==> config.mk <==
export PLATFORM = sky130hd
export DESIGN_NAME = bin2bcd_seq_flat
export DESIGN_NICKNAME = d
export VERILOG_FILES = /design/src/rtl/bin2bcd_pkg.sv /design/src/rtl/bin2bcd_seq_if.sv /design/src/rtl/bin2bcd_seq_sub_cmp.sv /design/src/rtl/bin2bcd_seq.sv /design/src/flat_wrapper.sv
export SDC_FILE = /design/constraint.sdc
export NUM_CORES = 1
export LEC_CHECK = 0
export CORE_UTILIZATION = 55
export DETAILED_ROUTE_END_ITERATION = 10
export DONT_BUFFER_PORTS = 1
export PLACE_DENSITY = 0.77
export REMOVE_ABC_BUFFERS = 1
export SYNTH_ARGS = -nofsm -noshare
export SYNTH_HDL_FRONTEND = slang
export SYNTH_SLANG_ARGS = --single-unit
==> constraint.sdc <==
create_clock -name CLK -period 3 [get_ports CLK]
set_input_delay 0.6 -clock CLK [delete_from_list [all_inputs] [get_ports CLK]]
set_output_delay 0.6 -clock CLK [all_outputs]
set_load 0.005 [all_outputs]
==> src/rtl/bin2bcd_pkg.sv <==
// Shared types and constants for the sequential binary-to-BCD converter.
// Optional feature macro: LEADING_BLANK_EN (adds the BLANK output).
package bin2bcd_pkg;

    localparam int BCD_W = 4;

    typedef enum logic {
        IDLE,
        SUB
    } state_t;

    function automatic int unsigned pow10(input int unsigned k);
        int unsigned p;
        p = 1;
        for (int unsigned i = 0; i < k; i++) begin
            p = p * 10;
        end
        return p;
    endfunction

endpackage

==> src/rtl/bin2bcd_seq_if.sv <==
// Request/done handshake bundle between a client and bin2bcd_seq.
// Optional feature macro: LEADING_BLANK_EN (adds BLANK to the bundle).
interface bin2bcd_seq_if #(
    parameter int WIDTH  = 8,
    parameter int DIGITS = 3
);
    logic                  START;
    logic [WIDTH-1:0]      D;
    logic                  BUSY;
    logic                  DONE;
    logic [4*DIGITS-1:0]   BCD;
`ifdef LEADING_BLANK_EN
    logic [DIGITS-1:0]     BLANK;

    modport master (
        output START, D,
        input  BUSY, DONE, BCD, BLANK
    );
    modport slave (
        input  START, D,
        output BUSY, DONE, BCD, BLANK
    );
`else
    modport master (
        output START, D,
        input  BUSY, DONE, BCD
    );
    modport slave (
        input  START, D,
        output BUSY, DONE, BCD
    );
`endif
endinterface

==> src/rtl/bin2bcd_seq_sub_cmp.sv <==
// Combinational subtract-compare: a-b with the borrow reused as the a>=b test.
module sub_cmp #(
    parameter int WIDTH = 8
) (
    input  logic [WIDTH-1:0] a,
    input  logic [WIDTH-1:0] b,
    output logic [WIDTH-1:0] diff,
    output logic             ge
);
    logic borrow;

    assign {borrow, diff} = {1'b0, a} - {1'b0, b};
    assign ge = ~borrow;
endmodule

==> src/rtl/bin2bcd_seq.sv <==
// Binary-to-BCD by repeated subtraction of powers of ten, one step per cycle.
// Optional feature macro: LEADING_BLANK_EN (registered leading-zero blank mask).
module bin2bcd_seq
    import bin2bcd_pkg::*;
#(
    parameter int WIDTH  = 8,
    parameter int DIGITS = 3
) (
    input logic         CLK,
    input logic         CLR_N,
    bin2bcd_seq_if.slave bus
);
    localparam int KW = (DIGITS > 1) ? $clog2(DIGITS) : 1;
    localparam logic [KW-1:0] KINIT = KW'(DIGITS - 1);
    localparam int unsigned MAXV = (32'd1 << WIDTH) - 32'd1;

    if (WIDTH < 1 || WIDTH > 16 || DIGITS < 2 ||
        !(MAXV < pow10(DIGITS))) begin : g_bad_cfg
        $error("bin2bcd_seq: DIGITS too small for WIDTH");
    end

    typedef logic [DIGITS-1:0][BCD_W-1:0] digs_t;

    state_t           state_q, state_d;
    logic [WIDTH-1:0] r_q, r_d;
    digs_t            dig_q, dig_d;
    logic [KW-1:0]    k_q, k_d;
    logic             busy_q, busy_d;
    logic             done_q, done_d;
    digs_t            bcd_q, bcd_d;

    // Powers of ten beyond the operand range can never be subtracted.
    logic [DIGITS-1:0][WIDTH-1:0] pk;
    logic [DIGITS-1:0]            ov;

    for (genvar i = 0; i < DIGITS; i++) begin : g_pow
        localparam int unsigned PV = pow10(i);
        assign pk[i] = PV[WIDTH-1:0];
        assign ov[i] = (PV > MAXV);
    end

    logic [WIDTH-1:0] p;
    logic [WIDTH-1:0] diff;
    logic             cmp_ge;
    logic             ge;
    logic [3:0]       r_lo;
    digs_t            fin;

    assign p  = pk[k_q];
    assign ge = cmp_ge & ~ov[k_q];

    sub_cmp #(.WIDTH(WIDTH)) u_cmp (
        .a    (r_q),
        .b    (p),
        .diff (diff),
        .ge   (cmp_ge)
    );

    if (WIDTH >= 4) begin : g_lo_w
        assign r_lo = r_q[3:0];
    end else begin : g_lo_n
        assign r_lo = {{(4-WIDTH){1'b0}}, r_q};
    end

    always_comb begin
        fin    = dig_q;
        fin[0] = r_lo;
    end

`ifdef LEADING_BLANK_EN
    logic [DIGITS-1:0] blank_q, blank_d;
    logic [DIGITS-1:0] blank_n;

    always_comb begin
        logic z;
        z          = 1'b1;
        blank_n    = '0;
        for (int j = DIGITS - 1; j >= 1; j--) begin
            z          = z & (fin[j] == 4'd0);
            blank_n[j] = z;
        end
    end

    always_ff @(posedge CLK or negedge CLR_N) begin
        if (!CLR_N) begin
            blank_q <= '0;
        end else begin
            blank_q <= blank_d;
        end
    end

    always_comb begin
        blank_d = blank_q;
        if (state_q == SUB && !ge && k_q <= KW'(1)) begin
            blank_d = blank_n;
        end
    end

    assign bus.BLANK = blank_q;
`endif

    always_ff @(posedge CLK or negedge CLR_N) begin
        if (!CLR_N) begin
            state_q <= IDLE;
            r_q     <= '0;
            dig_q   <= '0;
            k_q     <= '0;
            busy_q  <= 1'b0;
            done_q  <= 1'b0;
            bcd_q   <= '0;
        end else begin
            state_q <= state_d;
            r_q     <= r_d;
            dig_q   <= dig_d;
            k_q     <= k_d;
            busy_q  <= busy_d;
            done_q  <= done_d;
            bcd_q   <= bcd_d;
        end
    end

    always_comb begin
        state_d = state_q;
        r_d     = r_q;
        dig_d   = dig_q;
        k_d     = k_q;
        busy_d  = busy_q;
        done_d  = 1'b0;
        bcd_d   = bcd_q;
        unique case (state_q)
            IDLE: begin
                if (bus.START) begin
                    r_d     = bus.D;
                    dig_d   = '0;
                    k_d     = KINIT;
                    busy_d  = 1'b1;
                    state_d = SUB;
                end
            end
            SUB: begin
                if (ge) begin
                    r_d        = diff;
                    dig_d[k_q] = dig_q[k_q] + 4'd1;
                end else if (k_q > KW'(1)) begin
                    k_d = k_q - 1'b1;
                end else begin
                    dig_d   = fin;
                    bcd_d   = fin;
                    done_d  = 1'b1;
                    busy_d  = 1'b0;
                    state_d = IDLE;
                end
            end
        endcase
    end

    assign bus.BUSY = busy_q;
    assign bus.DONE = done_q;
    assign bus.BCD  = bcd_q;
endmodule

==> src/flat_wrapper.sv <==
// flat-port wrapper written by rule: the top's interface ports become plain ports
module bin2bcd_seq_flat import bin2bcd_pkg::*;
#(
    parameter int WIDTH  = 8,
    parameter int DIGITS = 3
)
  (CLK, CLR_N, bus_START, bus_D, bus_BUSY, bus_DONE, bus_BCD);
  bin2bcd_seq_if #(.WIDTH(WIDTH), .DIGITS(DIGITS)) bus_i ();
  input logic CLK;
  input logic CLR_N;
  input wire logic [$bits(bus_i.START)-1:0] bus_START;
  input wire logic [$bits(bus_i.D)-1:0] bus_D;
  output wire logic [$bits(bus_i.BUSY)-1:0] bus_BUSY;
  output wire logic [$bits(bus_i.DONE)-1:0] bus_DONE;
  output wire logic [$bits(bus_i.BCD)-1:0] bus_BCD;
  assign bus_i.START = bus_START;
  assign bus_i.D = bus_D;
  assign bus_BUSY = bus_i.BUSY;
  assign bus_DONE = bus_i.DONE;
  assign bus_BCD = bus_i.BCD;
  bin2bcd_seq #(.WIDTH(WIDTH), .DIGITS(DIGITS)) u_core (.CLK(CLK), .CLR_N(CLR_N), .bus(bus_i));
endmodule
; ---- Yosys cells after proc, flatten, opt, wreduce, memory -nomap -nowiden
; Cells that the tools add are included.
[word_totals]
word_cells = 66
register_bits = 37
input_bits = 11
[op_classes]
reduce_logical = 6
n_lt_le_gt_ge = 3
add_sub_neg = 3
mux = 31
eq_ne = 6
bitwise = 6
[ops]
columns = op, count
row1 = two-way mux 12 bit, 2
row2 = two-way mux 8 bit, 3
row3 = one-hot mux 12 bit (2 select lines), 1
row4 = binary-select mux 8 bit (select 2 bit), 1
row5 = one-hot mux 8 bit (2 select lines), 1
row6 = bitwise mux 12 bit, 1
row7 = two-way mux 4 bit, 3
row8 = two-way mux 1 bit, 10
row9 = inequality test 2 bit (second input constant), 5
row10 = AND reduction 3 bit, 3
row11 = subtractor 8 x 8 -> 9 bit, 1
row12 = binary-select mux 4 bit (select 2 bit), 1
row13 = demux 4 bit (select 2 bit), 1
row14 = two-way mux 2 bit, 3
row15 = inverter 1 bit, 5
row16 = adder 4 x 1 -> 4 bit (second input constant), 1
row17 = one-hot mux 1 bit (2 select lines), 2
row18 = one-hot mux 2 bit (2 select lines), 1
row19 = AND reduction 2 bit, 2
row20 = less-than comparator 2 x 3 -> 1 bit (second input constant), 1
row21 = inequality test 3 bit (second input constant), 1
row22 = binary-select mux 1 bit (select 2 bit), 1
row23 = greater-or-equal comparator 2 x 1 -> 1 bit (second input constant), 1
row24 = greater-than comparator 2 x 1 -> 1 bit (second input constant), 1
row25 = other kinds (3), 3

; ---- Logic depth before layout (Yosys ltp)
; Gate-level depths: netlist of run 1.
[logic_depth]
word_depth = 7
depth_mapped = 14
mapped_depth_nobuf = 10

; ---- Cells and area by module
; From an unflattened synthesis of run 1, not the netlist that was laid out.
[unflattened]
hier_cells = 217
area_unflattened_um2 = 2200.9
[by_module_without_submodules]
columns = module, cells_each, instances, seq_area_each_um2, area_each_um2
row1 = bin2bcd_seq, 168, 1, 925.9, 1846.8
row2 = sub_cmp, 49, 1, 0.0, 354.1

; ---- Worst setup path before layout of run 1
; Ideal clock, no wire load.
[synth_path]
kind = register to register
startpoint = register u_core.k_q[0]
endpoint = register u_core.bcd_q (netlist bit u_core.bus.BCD[2])
path_buffers = 4
path_stages_with_launch = 14
slack_ns = 0.060
synth_period_minus_slack_ns = 2.940
required_time_ns = 2.875
arrival_time_ns = 2.815
cell_sequence = dfrtp_1 buf_2 inv_1 ha_1 ha_1 fa_1 and2b_2 o2111ai_2 and3_1 buf_6 and3_4 buf_8 buf_12 mux2_4
[synth_via]
elab_chain_len = 7
elab_cells_between_ends = 12
cone_classes = 1 x add/sub / 1 x order compare / 4 x mux / 5 x bitwise / 1 x reduce/logical
[synth_rtl]
columns = item, line
row1 = from (decl), bin2bcd_seq.sv:27  ; logic [KW-1:0] k_q, k_d;
row2 = from (signal assigned), bin2bcd_seq.sv:115  ; k_q <= k_d;
row3 = binary-select mux 8 bit (select 2 bit), bin2bcd_seq.sv:49  ; assign p = pk[k_q];
row4 = two-way mux 8 bit (implied by the code), bin2bcd_seq.sv:49
row5 = subtractor 8 x 8 -> 9 bit, bin2bcd_seq_sub_cmp.sv:12  ; assign {borrow, diff} = {1'b0, a} - {1'b0, b};
row6 = inverter 1 bit, bin2bcd_seq_sub_cmp.sv:13  ; assign ge = ~borrow;
row7 = bitwise AND 1 bit, bin2bcd_seq.sv:50  ; assign ge = cmp_ge & ~ov[k_q];
row8 = inverter 1 bit (no line), n/a
row9 = AND reduction 3 bit (no line) (*), n/a
row10 = to (signal assigned), bin2bcd_seq.sv:110  ; bcd_q <= '0;
row11 = to (signal assigned), bin2bcd_seq.sv:118  ; bcd_q <= bcd_d;
row12 = to (decl), bin2bcd_seq.sv:30  ; digs_t bcd_q, bcd_d;
; Every way passes the cells marked *; elsewhere a longest branch is shown, timed or not. The select of a mux whose other input is x is not followed.
; A chain may end at the register's enable or synchronous reset.

; ---- Worst setup path in the final report of run 1
[layout_path]
startpoint = register u_core.k_q[0]
endpoint = register u_core.bcd_q (netlist bit u_core.bus.BCD[9])
; Same word-level chain as after synthesis.

==> metrics.csv, run 1 <==
stage;metric;value;unit
status;outcome;complete, no violations;
logic_synthesis;Synth Area in Adders;6.792;%
logic_synthesis;Synth top area share;43.33;%
cells_and_area;commonest cells after routing, fill and taps aside;37 x dfrtp_1, 21 x nand2_1, 15 x mux2i_1;
placed_design;I/O Buffers;0;
sta;Fin Setup TNS;0;ns
global_route;Top Usage Layer GRT;met2;
sta;Max-slew headroom;66.98;%
global_route;met1 usage;31.99;%
floorplanning;Chip Height;64.34;um
drt;Pre-antenna DRT Iters;4;
floorplanning;# IOs;25;
global_route;pin count of the biggest net entering global routing;38;
floorplanning;FP Rows;22;
logic_synthesis;complex-gate fraction of the synthesized area;15.63;%
worst_setup_path;reg2reg start;u_core.k_q[0];
global_route;first-pass GRT wire length;7.693;mm
hold_path;Hold Crit Class;primary input to async pin;
logic_synthesis;EDFF count, synth;0;
floorplanning;Die W;64.34;um
drt;Post-Route WL;4.487;mm
worst_setup_path;crit path capture;u_core.bus.BCD[9];
logic_synthesis;Synth Area in XOR/XNOR;1.639;%
worst_setup_path;FF-to-FF setup slack;0.18;ns
logic_synthesis;Ys Warns;0;
clocking;Sink Count;37;
placed_design;gpl congestion;0.9046;
run;MaxCap Viol Count;0;
cells_and_area;commonest non-fill, non-tap cell in the layout;dfrtp_1;
clocking;clk buf depth;2;
floorplanning;Initial Util;57.94;%
logic_synthesis;Post-Syn Instances;206;
drt;number of DRC markers in iteration 0;132;
clocking;CTS Buf Count;5;
worst_setup_path;startpoint types;flop;
logic_synthesis;Mapped Avg Cell Area;10.37;um2
worst_setup_path;CP max FO;16;
placed_design;dpl cells;252;
logic_synthesis;dominant synthesized flop cell;dfrtp_1;
global_route;vias in the first global route;1619;
clocking;Worst-path clk slew;0.07;ns
logic_synthesis;mux cell area share after synthesis;14.40;%
sta;Worst Tran Pin Value;0.4948;ns
global_route;met3 Usage GRT;7.679;%
sta;Final Hold Viols;0;
drt;DRC Markers;0;
worst_setup_path;Critical Path Source;u_core.k_q[0];
sta;RSZ-0062 raised after global routing;false;
clocking;CTS tree;done;
logic_synthesis;largest family of logic cells by synthesized area;compound AO/OA/AOI/OAI gates;
sta;Setup Skew;0.003631;ns
cells_and_area;Final #Nets;234;
sta;Fin Hold WS;0.1327;ns
cells_and_area;post-layout instance area;0.002302;mm2
power;pwr/cell area;1401;mW/mm2
logic_synthesis;largest area contributor in the netlist;dfrtp_1;
clocking;worst skew pair latency;0.29;ns
worst_setup_path;Worst Setup End Kind;flop;
power;Peak VDD IR;684.5;uV
power;PnR Total Power;3.224;mW
cells_and_area;final core utilization;62.42;%
global_route;initial antenna violation count;0;
worst_setup_path;Req. time, crit path;3.18;ns
logic_synthesis;ys async rst share;100.0;%
global_route;All-Layer GR Usage;24.91;%
sta;Final WS setup;0.1761;ns
cells_and_area;share of cells above drive strength 1;17.37;%
sta;pins over their slew limit;0;
placed_design;post-detail-place hpwl;3.226;mm
logic_synthesis;Post-Synth Simple-Gate Area;12.30;%
sta;final setup vio count;0;
placed_design;DP Worst Slack;0.1717;ns
drt;Final ANT Viol Nets;0;
drt;vias per cell;6.207;
global_route;Overflow after GRT;0;
clocking;root buf cell;clkbuf_8;
worst_setup_path;worst r2r path cells;9;
clocking;H-tree levels;2;
sta;final period demand of the worst path;2.824;ns
floorplanning;die area;0.004139;mm2
drt;per-cell routed wire length;17.19;um
global_route;grt met2 use;36.84;%
cells_and_area;Layout Area Growth over Synthesis;7.728;%
logic_synthesis;top cells by area, synth;dfrtp_1 43%, mux2i_1 7.0%, ha_1 5.9%;
power;P_leak;1.072;nW
floorplanning;Core Box Area;0.003689;mm2
sta;fmax;354.1;MHz
cells_and_area;Post-Layout Cell Count;261;
sta;Tcrit/Tclk final;94.13;%
logic_synthesis;Syn Std Cell Area;0.002137;mm2
cells_and_area;n_diodes;0;
worst_setup_path;Crit Path Category;flop to flop;
logic_synthesis;Unique masters post-synth;50;
logic_synthesis;post-synthesis sequential area ratio;43.33;%
drt;Vias;1620;
clocking;postcts setup bufs;0;
worst_setup_path;Critical R2R Capture;u_core.bus.BCD[9];
worst_setup_path;Worst EP arrival;3.00;ns
placed_design;DP Area;0.002180;mm2
logic_synthesis;Synth Register Bits;37;
-- flip-flops by register name, indices dropped and copies added (netlist names) --
| name | flops |
|---|---|
| u_core.state_q | 1 |
| u_core.bus.BUSY | 1 |
| u_core.dig_q | 12 |
| u_core.r_q | 8 |
| u_core.bus.DONE | 1 |
| u_core.k_q | 2 |
| u_core.bus.BCD | 12 |
-- cell type report --
class | instances | area [um2]
Tap cell | 48 | 60.06
Multi-Input combinational cell | 146 | 1086
Sequential cell | 37 | 925.9
Clock buffer | 7 | 96.34
Inverter | 13 | 48.80
Clock inverter | 1 | 5.005
Fill cell | 299 | 1386
Timing Repair Buffer | 9 | 80.08
-- report_power, final --
part	switching [mW]	leakage, nW	internal (mW)	total, mW
Sequential	0.198	0.463	0.736	0.934
Combinational	1.02	0.554	0.892	1.91
Clock	0.173	0.0542	0.208	0.381
-- cells by family after synthesis --
logic type	after synthesis
AO/OA/AOI/OAI	49
XOR/XNOR	4
adder cells (fa/ha/maj)	11
buffers and inverters	23
flip-flops	37
multiplexers	27
AND/OR/NAND/NOR	55
-- Yosys cell counts, types with 2 or more instances --
library cell	instances
mux2i_1	15
a21oi_1	9
ha_1	10
o221a_2	2
inv_1	13
nor2b_1	2
o22ai_1	2
nand2_1	21
mux2_4	6
clkbuf_1	4
o2bb2ai_1	2
nor2_1	10
nor3_1	3
dfrtp_1	37
o21ai_0	14
a31oi_1	3
xor2_1	3
mux2_2	6
o32ai_1	2
nand3_1	10
a21o_1	3
-- metal layers --
metal	vias up	share of wire [%]	wire length (um)
li1	761	-	-
met4	0	3.1	140
met2	73	47	2103
met1	771	41	1862
met3	15	8.5	381
met5	-	0	0
-- how the worst min path moves through the flow --
stage	start	to	slack [ns]	cells past startpoint
after global placement	CLR_N	u_core.r_q[3]	0.31	0
after CTS	CLR_N	u_core.dig_q[7]	0.14	1
after global routing	CLR_N	u_core.bus.DONE	0.14	1
final	CLR_N	u_core.bus.DONE	0.13	1
after floorplan	CLR_N	u_core.bus.BCD[0]	0.30	0
after detailed placement	CLR_N	u_core.r_q[3]	0.31	0
-- worst max-delay path, stage by stage, from the launching register on --
cell	delay, ns
dfrtp_1	0.38
inv_1	0.10
ha_1	0.28
ha_1	0.23
fa_1	0.21
and2b_2	0.23
o2111ai_2	0.23
and3_2	0.30
and3_4	0.38
mux2_2	0.37
-- timing repair --
item                                    in CTS  in global routing
resized for setup                            0                  1
hold buffers                                 1                  0
endpoints found under the setup margin       0                  7
hold endpoints to repair                    37                  0
(Power assumes the default switching activity.)
==> inputs of run 2 (changes only) <==
- PLACE_DENSITY: 0.77 -> 0.74
==> metrics.csv, run 2 (synthesis results as in run 1) <==
stage;metric;value;unit;change
global_route;vias in the first global route;1577;;was 1619
power;clock group share of total power;10.8;%;was 11.8%
global_route;initial antenna violation count;0;;unchanged
cells_and_area;Layout Area Growth over Synthesis;6.675;%;was 7.728%
drt;Post-Route WL;4.422;mm;was 4.487 mm
global_route;Overflow after GRT;0;;unchanged
clocking;worst skew pair latency;0.28;ns;was 0.29 ns
power;P_leak;1.057;nW;was 1.072 nW
power;Int Pwr;1.798;mW;was 1.835 mW
sta;final period demand of the worst path;2.837;ns;was 2.824 ns
floorplanning;Core Box Area;0.003689;mm2;unchanged
cells_and_area;Reg area;927.1;um2;was 925.9 um2
cells_and_area;Final #Nets;233;;was 234
worst_setup_path;CP max FO;16;;unchanged
cells_and_area;fill count;299;;unchanged
cells_and_area;Post-Layout Cell Count;259;;was 261
drt;vias per cell;6.193;;was 6.207
sta;Max-slew headroom;58.30;%;was 66.98%
placed_design;post-detail-place hpwl;3.142;mm;was 3.226 mm
worst_setup_path;Worst Setup End Kind;flop;;unchanged
sta;RSZ-0062 raised after global routing;false;;unchanged
cells_and_area;commonest cells after routing, fill and taps aside;36 x dfrtp_1, 21 x nand2_1, 15 x mux2i_1;;was 37 x dfrtp_1, 21 x nand2_1, 15 x mux2i_1
sta;Setup Skew;0.003761;ns;was 0.003631 ns
worst_setup_path;Cell Chain, Critical Path;inv_1, ha_1, ha_1, fa_1, and2b_2, o2111ai_2, and3_1, and3_4, mux2_2;;was inv_1, ha_1, ha_1, fa_1, and2b_2, o2111ai_2, and3_2, and3_4, mux2_2
sta;final setup vio count;0;;unchanged
power;Reg power frac;30.7;%;was 29.0%
clocking;Sink Count;37;;unchanged
worst_setup_path;startpoint types;flop;;unchanged
clocking;root buf cell;clkbuf_8;;unchanged
global_route;pin count of the biggest net entering global routing;38;;unchanged
run;MaxCap Viol Count;0;;unchanged
sta;pins over their slew limit;0;;unchanged
power;pwr/cell area;1390;mW/mm2;was 1401 mW/mm2
worst_setup_path;Crit Path Category;flop to flop;;unchanged
sta;fmax;352.5;MHz;was 354.1 MHz
worst_setup_path;critical path's most frequent cell;ha_1;;unchanged
clocking;H-tree levels;2;;unchanged
power;switching power;1.371;mW;was 1.389 mW
sta;Worst Tran Pin Value;0.6255;ns;was 0.4948 ns
cells_and_area;commonest non-fill, non-tap cell in the layout;dfrtp_1;;unchanged
global_route;All-Layer GR Usage;22.93;%;was 24.91%
clocking;CTS Buf Count;5;;unchanged
floorplanning;# IOs;25;;unchanged
drt;Pre-antenna DRT Iters;5;;was 4
worst_setup_path;Worst path max stage delay;0.47;ns;was 0.38 ns
power;switching share of power;43.26;%;was 43.08%
worst_setup_path;slowest cell on the critical path;dfrtp_2;;was dfrtp_1
cells_and_area;area of the multi-input gates;0.001085;mm2;was 0.001086 mm2
floorplanning;FP Rows;22;;unchanged
placed_design;dpl cells;251;;was 252
worst_setup_path;Worst EP arrival;3.00;ns;about the same
sta;Final Hold Viols;0;;unchanged
clocking;Worst-path clk slew;0.07;ns;about the same
drt;Final ANT Viol Nets;0;;unchanged
clocking;clk buf depth;2;;unchanged
clocking;CTS tree;done;;unchanged
floorplanning;die area;0.004139;mm2;unchanged
placed_design;I/O Buffers;0;;unchanged
cells_and_area;n_diodes;0;;unchanged
drt;number of DRC markers in iteration 0;139;;was 132
power;Peak VDD IR;635.4;uV;was 684.5 uV
sta;Tcrit/Tclk final;94.55;%;was 94.13%
worst_setup_path;Req. time, crit path;3.17;ns;was 3.18 ns
global_route;first-pass GRT wire length;7.231;mm;was 7.693 mm
status;outcome;complete, no violations;;unchanged
floorplanning;Die W;64.34;um;unchanged
floorplanning;Chip Height;64.34;um;unchanged
drt;per-cell routed wire length;17.07;um;was 17.19 um
floorplanning;Initial Util;57.94;%;unchanged
cells_and_area;share of cells above drive strength 1;16.11;%;was 17.37%
sta;Fin Setup TNS;0;ns;unchanged
drt;Vias;1604;;was 1620
power;Logic pwr share;58.6;%;was 59.2%
hold_path;Hold Crit Class;primary input to async pin;;unchanged
sta;Fin Hold WS;0.1501;ns;was 0.1327 ns
drt;DRC Markers;0;;unchanged
placed_design;gpl congestion;0.9284;;was 0.9046
run 2: per-layer routing:
metal	wire [um]	vias up	track usage, %
met4	44	0	6.667
met5	0	-	0
met1	1975	774	30.06
met2	2083	77	36.45
li1	-	747	-
met3	318	6	6.964
run 2: power groups by stage:
stage	combinational [mW]	clock, mW	sequential [mW]
2_1_floorplan	1.39	0	0.910
3_3_place_gp	1.76	0	0.966
3_5_place_dp	1.82	0	0.976
4_1_cts	1.83	0.348	0.969
5_1_grt	2.04	0.371	1.00
6_report	1.86	0.341	0.972
run 2: path summary, 6_finish.rpt:
path / start / to / slack [ns] / cells past startpoint
worst max register to register: u_core.k_q[1] / u_core.bus.BCD[7] / 0.16 / 9
worst max-delay path: u_core.k_q[1] / u_core.bus.BCD[7] / 0.16 / 9
max in group asynchronous: CLR_N / u_core.k_q[1] / 2.66 / 1
worst min register to register: u_core.dig_q[1] / u_core.dig_q[1] / 0.52 / 2
min in group CLK: bus_D[7] / u_core.r_q[7] / 0.47 / 1
worst min-delay path: CLR_N / u_core.r_q[5] / 0.15 / 1
run 2: layout make-up:
class	instances	share of cell area, %
Multi-Input combinational cell	146	47.58
Sequential cell	37	40.67
Clock buffer	7	3.787
Timing Repair Buffer	8	3.183
Tap cell	48	2.634
Inverter	13	2.141
run 2: what timing repair did:
action,in CTS,in global routing
hold buffers,0,1
gates resized for setup,0,1
setup endpoints to repair,0,10
buffers inserted,0,0
hold endpoints to repair,0,37
run 2: worst max-delay path: cells and delay by family, from the launching register on:
| family | cells | cell delay, ns |
|---|---|---|
| compound gates | 1 | 0.23 |
| fa+ha+maj | 3 | 0.58 |
| buf+inv | 1 | 0.11 |
| flops | 1 | 0.47 |
| mux | 1 | 0.37 |
| simple gates | 3 | 0.97 |
run 2: through the flow:
step / power (mW) / setup slack [ns] / instance area [um2] / util [%]
final: 3.170 / 0.1634 / 2280 / 61.80
after detailed placement: 2.792 / 0.1779 / 2172 / 58.89
after floorplan: 2.301 / 0.1959 / 2059 / -
after global placement: 2.721 / 0.2397 / 2172 / 58.89
after global routing: 3.414 / 0.001879 / 2280 / 61.80
after CTS: 3.142 / 0.1530 / 2258 / 61.23
==> inputs of run 3 (changes only) <==
- CORE_ASPECT_RATIO: default -> 1.1
- CTS_CLUSTER_SIZE: default -> 8
==> metrics.csv, run 3 (synthesis results as in run 1) <==
stage;metric;value;unit;change
status;outcome;complete, no violations;;unchanged
clocking;clk buf depth;2;;unchanged
worst_setup_path;FF-to-FF setup slack;0.17;ns;was 0.16 ns
power;P_leak;1.076;nW;was 1.057 nW
placed_design;post-detail-place hpwl;3.130;mm;was 3.142 mm
clocking;CTS Buf Count;5;;unchanged
floorplanning;Chip Height;67.38;um;was 64.34 um
global_route;vias in the first global route;1531;;was 1577
global_route;first-pass GRT wire length;7.334;mm;was 7.231 mm
worst_setup_path;reg2reg start;u_core.k_q[1];;unchanged
placed_design;dpl cells;252;;was 251
hold_path;Hold Crit Class;primary input to async pin;;unchanged
drt;Final ANT Viol Nets;0;;unchanged
global_route;All-Layer GR Usage;24.85;%;was 22.93%
sta;fmax;353.7;MHz;was 352.5 MHz
drt;Post-Route WL;4.748;mm;was 4.422 mm
placed_design;DP Worst Slack;0.09482;ns;was 0.1779 ns
floorplanning;Core Box Area;0.003684;mm2;was 0.003689 mm2
placed_design;gpl congestion;0.8926;;was 0.9284
clocking;Worst-path clk slew;0.07;ns;about the same
sta;RSZ-0062 raised after global routing;false;;unchanged
clocking;worst skew pair latency;0.29;ns;was 0.28 ns
cells_and_area;Final #Nets;235;;was 233
sta;pins over their slew limit;0;;unchanged
clocking;CTS tree;done;;unchanged
floorplanning;die area;0.004139;mm2;about the same
global_route;initial antenna violation count;0;;unchanged
worst_setup_path;Worst Setup End Kind;flop;;unchanged
drt;per-cell routed wire length;17.98;um;was 17.07 um
sta;Final WS setup;0.1731;ns;was 0.1634 ns
power;PnR Total Power;3.277;mW;was 3.170 mW
sta;Fin Hold WS;0.1361;ns;was 0.1501 ns
sta;Worst Tran Pin Value;0.6911;ns;was 0.6255 ns
worst_setup_path;Crit Path Category;flop to flop;;unchanged
placed_design;I/O Buffers;0;;unchanged
floorplanning;Die W;61.44;um;was 64.34 um
cells_and_area;commonest cells after routing, fill and taps aside;36 x dfrtp_1, 21 x nand2_1, 15 x mux2i_1;;unchanged
sta;final period demand of the worst path;2.827;ns;was 2.837 ns
sta;Tcrit/Tclk final;94.23;%;was 94.55%
drt;Pre-antenna DRT Iters;4;;was 5
worst_setup_path;Worst EP arrival;3.00;ns;about the same
run;MaxCap Viol Count;0;;unchanged
floorplanning;# IOs;25;;unchanged
floorplanning;Initial Util;58.02;%;was 57.94%
worst_setup_path;worst r2r path cells;9;;unchanged
clocking;H-tree levels;2;;unchanged
worst_setup_path;CP max FO;8;;was 16
cells_and_area;Layout Area Growth over Synthesis;8.255;%;was 6.675%
cells_and_area;share of cells above drive strength 1;18.22;%;was 16.11%
worst_setup_path;Critical R2R Capture;u_core.bus.BCD[3];;was u_core.bus.BCD[7]
floorplanning;FP Rows;23;;was 22
clocking;Sink Count;37;;unchanged
cells_and_area;post-layout instance area;0.002313;mm2;was 0.002280 mm2
global_route;Overflow after GRT;0;;unchanged
power;Peak VDD IR;772.6;uV;was 635.4 uV
sta;Fin Setup TNS;0;ns;unchanged
worst_setup_path;Req. time, crit path;3.18;ns;was 3.17 ns
sta;final setup vio count;0;;unchanged
power;pwr/cell area;1416;mW/mm2;was 1390 mW/mm2
drt;vias per cell;6.239;;was 6.193
sta;Setup Skew;0.006294;ns;was 0.003761 ns
cells_and_area;final core utilization;62.81;%;was 61.80%
global_route;pin count of the biggest net entering global routing;38;;unchanged
cells_and_area;Post-Layout Cell Count;264;;was 259
clocking;root buf cell;clkbuf_8;;unchanged
cells_and_area;commonest non-fill, non-tap cell in the layout;dfrtp_1;;unchanged
drt;number of DRC markers in iteration 0;107;;was 139
worst_setup_path;startpoint types;flop;;unchanged
sta;Max-slew headroom;53.92;%;was 58.30%
cells_and_area;n_diodes;0;;unchanged
drt;DRC Markers;0;;unchanged
sta;Final Hold Viols;0;;unchanged
drt;Vias;1647;;was 1604
placed_design;DP Area;0.002167;mm2;was 0.002172 mm2
[run 3: cell count changes in the layout (fill, tap and decap cells not counted), sizes merged]
cell	delta
buf	+1
and3	+1
clkinv	+1
[run 3: what timing repair did]
| action | in CTS | in global routing |
|---|---|---|
| resized for setup | 0 | 3 |
| hold buffers | 1 | 0 |
| setup endpoints to repair | 0 | 20 |
| setup buffers | 0 | 2 |
| endpoints found under the hold margin | 37 | 0 |
[run 3: critical path, stage by stage (launching register included)]
cell       delay, ns
dfrtp_2         0.43
inv_1           0.09
ha_1            0.27
ha_1            0.23
fa_1            0.21
and2b_2         0.24
o2111ai_2       0.23
and3_2          0.30
and3_2          0.37
mux2_4          0.33
[run 3: layer usage]
layer / vias to the layer above / global-route usage (%) / wire length (um)
li1: 754 / - / -
met1: 814 / 31.01 / 1978
met2: 67 / 41.17 / 2360
met3: 12 / 5.364 / 314
met4: 0 / 10.56 / 94
met5: - / 0 / 0
[run 3: how the worst max path moves through the flow]
stage | start | slack [ns] | endpoint | cells past startpoint
after CTS | u_core.k_q[1] | 0.06 | u_core.dig_q[2] | 12
after global placement | u_core.k_q[1] | 0.23 | u_core.bus.BCD[9] | 9
after detailed placement | u_core.k_q[1] | 0.09 | u_core.bus.BCD[10] | 9
final | u_core.k_q[1] | 0.17 | u_core.bus.BCD[3] | 9
after floorplan | u_core.k_q[0] | 0.20 | u_core.dig_q[2] | 10
after global routing | u_core.k_q[1] | 0.01 | u_core.dig_q[3] | 12
[run 3: layout make-up]
cell class / count / area [um2]
Fill cell: 316 / 1370
Multi-Input combinational cell: 147 / 1094
Sequential cell: 37 / 927.1
Clock buffer: 7 / 96.34
Timing Repair Buffer: 9 / 80.08
Tap cell: 50 / 62.56
Inverter: 13 / 48.80
Clock inverter: 1 / 5.005
[run 3: where the power goes]
group | internal [mW] | switching [mW]
clock | 0.207 | 0.173
combinational | 0.904 | 1.03
sequential | 0.737 | 0.225
